[config.mk]
export PLATFORM = sky130hd
export DESIGN_NAME = uart_tx_queue
export DESIGN_NICKNAME = d
export VERILOG_FILES = /design/src/rtl/uart_tx_queue.sv
export SDC_FILE = /design/constraint.sdc
export NUM_CORES = 1
export LEC_CHECK = 0
export CAP_MARGIN = 15
export CELL_PAD_IN_SITES_DETAIL_PLACEMENT = 1
export CELL_PAD_IN_SITES_GLOBAL_PLACEMENT = 1
export CORE_ASPECT_RATIO = 1.2
export CORE_UTILIZATION = 45
export DETAILED_ROUTE_END_ITERATION = 6
export PLACE_DENSITY = 0.76
export RECOVER_POWER = 100
export SLEW_MARGIN = 40
export SYNTH_ARGS = -nofsm -noshare
export SYNTH_HDL_FRONTEND = slang
export SYNTH_SLANG_ARGS = --single-unit
[constraint.sdc]
create_clock -name clk -period 2.42 [get_ports clk]
set_clock_uncertainty 0.05 [all_clocks]
set_input_delay 0.363 -clock clk [delete_from_list [all_inputs] [get_ports clk]]
set_output_delay 0.363 -clock clk [all_outputs]
set_load 0.02 [all_outputs]
[src/rtl/uart_tx_queue.sv]
// uart_tx_queue: byte FIFO plus transmit scheduler in front of the uart_tx serializer.
// The CPU pushes bytes at full speed. The scheduler launches one byte at a time using the
// tx_dv / tx_done handshake, so the 115200-baud line never stalls the writer.
//
// Ports:
//   clk          system clock; all state changes on the rising edge
//   rst          asynchronous reset, active low
//   wr_en        push wr_data this cycle
//   wr_data      byte to queue
//   clr_overflow clears the sticky overflow flag; a same-cycle drop takes precedence
//   tx_active    serializer busy (uart_tx o_Tx_Active); blocks launches while high
//   tx_done      serializer finished a byte (one-cycle pulse)
//   tx_dv        one-cycle start strobe to uart_tx
//   tx_byte      byte presented to uart_tx; held stable until the next launch
//   full/empty   count == DEPTH / count == 0
//   count        entries held in the queue, not counting the byte in flight
//   overflow     sticky; set when a push is dropped
//   busy         scheduler is not idle
module uart_tx_queue #(
    parameter int unsigned DEPTH  = 16,
    parameter int unsigned ADDR_W = 4
) (
    input  logic              clk,
    input  logic              rst,
    input  logic              wr_en,
    input  logic [7:0]        wr_data,
    input  logic              clr_overflow,
    input  logic              tx_active,
    input  logic              tx_done,
    output logic              tx_dv,
    output logic [7:0]        tx_byte,
    output logic              full,
    output logic              empty,
    output logic [ADDR_W:0]   count,
    output logic              overflow,
    output logic              busy
);

    localparam logic [1:0] StIdle  = 2'd0;
    localparam logic [1:0] StStart = 2'd1;
    localparam logic [1:0] StWait  = 2'd2;
    localparam logic [1:0] StGap   = 2'd3;

    localparam logic [ADDR_W:0] DepthCount = (ADDR_W + 1)'(DEPTH);

    logic [7:0]        mem [DEPTH];
    logic [ADDR_W-1:0] wp_q, wp_d;
    logic [ADDR_W-1:0] rp_q, rp_d;
    logic [ADDR_W:0]   count_q, count_d;
    logic [1:0]        state_q, state_d;
    logic              tx_dv_q, tx_dv_d;
    logic [7:0]        tx_byte_q, tx_byte_d;
    logic              overflow_q, overflow_d;

    logic pop;
    logic push;
    logic drop;

    assign full  = (count_q == DepthCount);
    assign empty = (count_q == '0);

    // Pops happen only on the IDLE->START transition, so an empty queue is never read.
    assign pop  = (state_q == StIdle) && !empty && !tx_active;
    // A full queue still accepts a push when the same cycle frees a slot.
    assign push = wr_en && (!full || pop);
    assign drop = wr_en && full && !pop;

    always_comb begin
        wp_d       = wp_q;
        rp_d       = rp_q;
        count_d    = count_q;
        overflow_d = overflow_q;

        if (push) begin
            wp_d = wp_q + 1'b1;
        end
        if (pop) begin
            rp_d = rp_q + 1'b1;
        end

        case ({push, pop})
            2'b10:   count_d = count_q + 1'b1;
            2'b01:   count_d = count_q - 1'b1;
            default: count_d = count_q;
        endcase

        if (drop) begin
            overflow_d = 1'b1;
        end else if (clr_overflow) begin
            overflow_d = 1'b0;
        end
    end

    always_comb begin
        state_d   = state_q;
        tx_dv_d   = 1'b0;
        tx_byte_d = tx_byte_q;

        case (state_q)
            StIdle: begin
                if (pop) begin
                    state_d   = StStart;
                    tx_dv_d   = 1'b1;
                    tx_byte_d = mem[rp_q];
                end
            end
            StStart: begin
                state_d = StWait;
            end
            StWait: begin
                if (tx_done) begin
                    state_d = StGap;
                end
            end
            // One idle cycle so uart_tx settles back to its idle state.
            StGap: begin
                state_d = StIdle;
            end
            default: begin
                state_d = StIdle;
            end
        endcase
    end

    always_ff @(posedge clk or negedge rst) begin
        if (!rst) begin
            wp_q       <= '0;
            rp_q       <= '0;
            count_q    <= '0;
            state_q    <= StIdle;
            tx_dv_q    <= 1'b0;
            tx_byte_q  <= 8'h00;
            overflow_q <= 1'b0;
        end else begin
            wp_q       <= wp_d;
            rp_q       <= rp_d;
            count_q    <= count_d;
            state_q    <= state_d;
            tx_dv_q    <= tx_dv_d;
            tx_byte_q  <= tx_byte_d;
            overflow_q <= overflow_d;
        end
    end

    // Storage needs no reset: entries are only read after being written.
    always_ff @(posedge clk) begin
        if (push) begin
            mem[wp_q] <= wr_data;
        end
    end

    assign tx_dv    = tx_dv_q;
    assign tx_byte  = tx_byte_q;
    assign count    = count_q;
    assign overflow = overflow_q;
    assign busy     = (state_q != StIdle);

endmodule

==> impl_metrics.tcl <==
set metrics [dict create \
    antenna_left 0 \
    critPathMaxStageDelay_ps 400 \
    grt_overflow 0 \
    clockBufferDepth 2 \
    crit_top_cell "ha_4" \
    drc 0 \
    grt_max_degree 35 \
    r2r_start "state_q[1]$_DFFE_PN0P_" \
    cts_inserted_buffers 17 \
    numPortBuffers 31 \
    ys_types 41 \
    insertion_delay_ps 420 \
    antenna_found_initial 0 \
    synth_edf_count 128 \
    wire_per_inst_um 24.01 \
    worstPathRequired_ps 2710 \
    drt-total-wl_um 14070 \
    max_freq_ghz 0.4276 \
    area_delta_synth_final_pct 22.72 \
    leakage_nw 2.725 \
    die_h_um 130.9 \
    grt_pass1_wl_um 21220 \
    async_flop_share_pct 16.34 \
    postLayoutSetupSlackWorst_ps 81.61 \
    cts_tree "done" \
    finalCritPeriodShare_pct 96.63 \
    hold_violations 0 \
    r2r_slack_ps 80 \
    seq_area_frac_synth_pct 71.77 \
    cts_root_buffer "clkbuf_16" \
    period_minus_slack_ps 2338 \
    cts.reportedPaths.clkPinSlew_ps 60 \
    crit_start "state_q[1]$_DFFE_PN0P_" \
    power_density_nw_per_um2 1207 \
    rows 46 \
    start_util_pct 46.64 \
    synth_seq_cells 153 \
    die_area_um2 14310 \
    worst_pin_slew_ps 1496 \
    crit_end "count[4]$_DFFE_PN0P_" \
    dr.pass1.iters 4 \
    final_common_cell "edfxtp_1" \
    layout_common_cells "edfxtp_1, mux4_2, buf_4" \
    critPathLaunchType "flip-flop" \
    vdd_drop_max_mv 0.5254 \
    h-tree-depth 4 \
    hold_ws_ps 467.1 \
    postCtsHoldBufs 0 \
    yosys_warnings 0 \
    vias 3310 \
    hp-class "reg2reg" \
    crit_chain "inv_2, ha_4, or3b_4, a21oi_4, ha_4, nor2b_2, o21a_1, or2_2, o211ai_1" \
    post-dp-hpwl_um 8912 \
    crit_slowest_cell "dfrtp_1" \
    r2r_end "count[4]$_DFFE_PN0P_" \
    critPathCaptureType "flip-flop" \
    grtUsageMet2_pct 40.03 \
    crit_type "reg2reg" \
    critPathMaxFanout 4 \
    setup_violations 0 \
    busiest_layer "met2" \
    cp.arrival_ps 2630 \
    status "completed" \
    diodes 0 \
    grt_use_met1_pct 24.17 \
    dp_slack_ps -268.0 \
    nets 431 \
    total_power_mw 9.221 \
    grt_pass1_vias 3693 \
    grtUsageTotal_pct 21.69 \
    synthesis.area_um2 6227 \
    final_max_slew_viol_count 0 \
    cts.sinks 153 \
    first_iter_violations 155 \
    die_w_um 109.4 \
    max_cap_violations 0 \
    synthFlopType "edfxtp_1" \
    slew_headroom_pct 0.2447 \
    synth_nets 358 \
    ff2ff_path_depth 9 \
    place_congestion 0.7725 \
    drive_above_1_share_pct 26.79 \
    core-area_um2 13350 \
    avgSynthCellArea_um2 18.76 \
    postLayoutCoreUtil_pct 57.23 \
    syn_inst 332 \
    fillers 1219 \
    viasPerCell 5.648 \
    grt_use_met3_pct 4.216 \
    pin_count 32 \
]
cells in the mapped netlist (all sizes together), types with 2 or more instances:
master / number / area share [%]
nand2: 20 / 1.2
and2: 12 / 1.2
o21ai: 3 / 0.30
ha: 11 / 2.2
clkbuf: 6 / 0.36
edfxtp: 128 / 62
buf: 7 / 0.66
mux4: 32 / 12
o22ai: 2 / 0.20
mux2i: 17 / 2.7
dfrtp: 25 / 10
a21oi: 4 / 0.32
nand4: 2 / 0.20
mux2: 3 / 0.54
xnor2: 8 / 1.1
nor2b: 2 / 0.20
o221ai: 8 / 1.1
o211ai: 2 / 0.24
nand2b: 2 / 0.20
inv: 17 / 1.0
nor2: 5 / 0.30
metal layers:
metal  wire length [um]  vias to the layer above  share of wire (%)
met4                340                        0                2.4
met3                407                       24                2.9
met2               7771                       69                 55
met5                  0                        -                  0
li1                   -                     1457                  -
met1               5550                     1760                 39
registers in the layout (all words and copies together), names as in the netlist:
signal,count
wp_q,4
overflow,1
tx_dv,1
tx_byte,8
state_q,2
mem,128
count,5
rp_q,4
stage by stage:
stage	cell area [um^2]	std cells	setup TNS [ps]
floorplan	6233	332	0
global placement	6984	552	-378.1
detailed placement	6984	552	-601.8
CTS	7624	584	0
global route	7642	586	-23.51
finish	7642	586	0
where the power goes:
part	leakage (nW)	switching (mW)	internal, mW
registers	1.46	0.243	3.29
clock network	0.307	1.04	1.78
logic	0.956	1.51	1.36
area by class of cell:
| cell class | count | area [um^2] | area share (%) |
|---|---|---|---|
| repair buffers | 67 | 600.6 | 7.859 |
| clock buffers | 21 | 460.4 | 6.025 |
| flip-flops and latches | 153 | 4471 | 58.50 |
| multi-input cells | 149 | 1668 | 21.82 |
| inverters | 17 | 63.81 | 0.8350 |
| clock inverters | 11 | 168.9 | 2.210 |
| well taps | 168 | 210.2 | 2.750 |
worst min path at each step:
| stage | end | startpoint | cells after the start |
|---|---|---|---|
| 6_report | tx_byte[2]$_DFFE_PN0P_ | tx_byte[2]$_DFFE_PN0P_ | 2 |
| 5_1_grt | tx_byte[4]$_DFFE_PN0P_ | tx_byte[4]$_DFFE_PN0P_ | 2 |
| 4_1_cts | tx_dv$_DFF_PN0_ | rst | 2 |
| 3_5_place_dp | tx_byte[2]$_DFFE_PN0P_ | tx_byte[2]$_DFFE_PN0P_ | 2 |
| 3_3_place_gp | tx_byte[4]$_DFFE_PN0P_ | tx_byte[4]$_DFFE_PN0P_ | 2 |
| 2_1_floorplan | count[0]$_DFFE_PN0P_ | rst | 0 |
worst max-delay path, delay by kind of cell (launching register included):
family	cells	cell delay [ps]
adder cells (fa/ha/maj)	2	360
AO/OA/AOI/OAI	3	560
flip-flops	1	400
AND/OR/NAND/NOR	3	800
buffers and inverters	1	80
what timing repair did:
action / 4_1_cts / 5_1_grt
buffers inserted: 0 / 2
endpoints found under the setup margin: 4 / 2
pin swaps: 0 / 3
resized for setup: 7 / 5
kinds of logic after synthesis:
kind of cell / after synthesis / share of synthesized area [%]
mux: 52 / 14.85
compound gates: 25 / 3.054
xor+xnor: 8 / 1.125
flops: 153 / 71.77
simple gates: 52 / 4.621
fa+ha+maj: 12 / 2.532
buf+inv: 30 / 2.049
No activity file was read; power rests on OpenSTA's default activity.
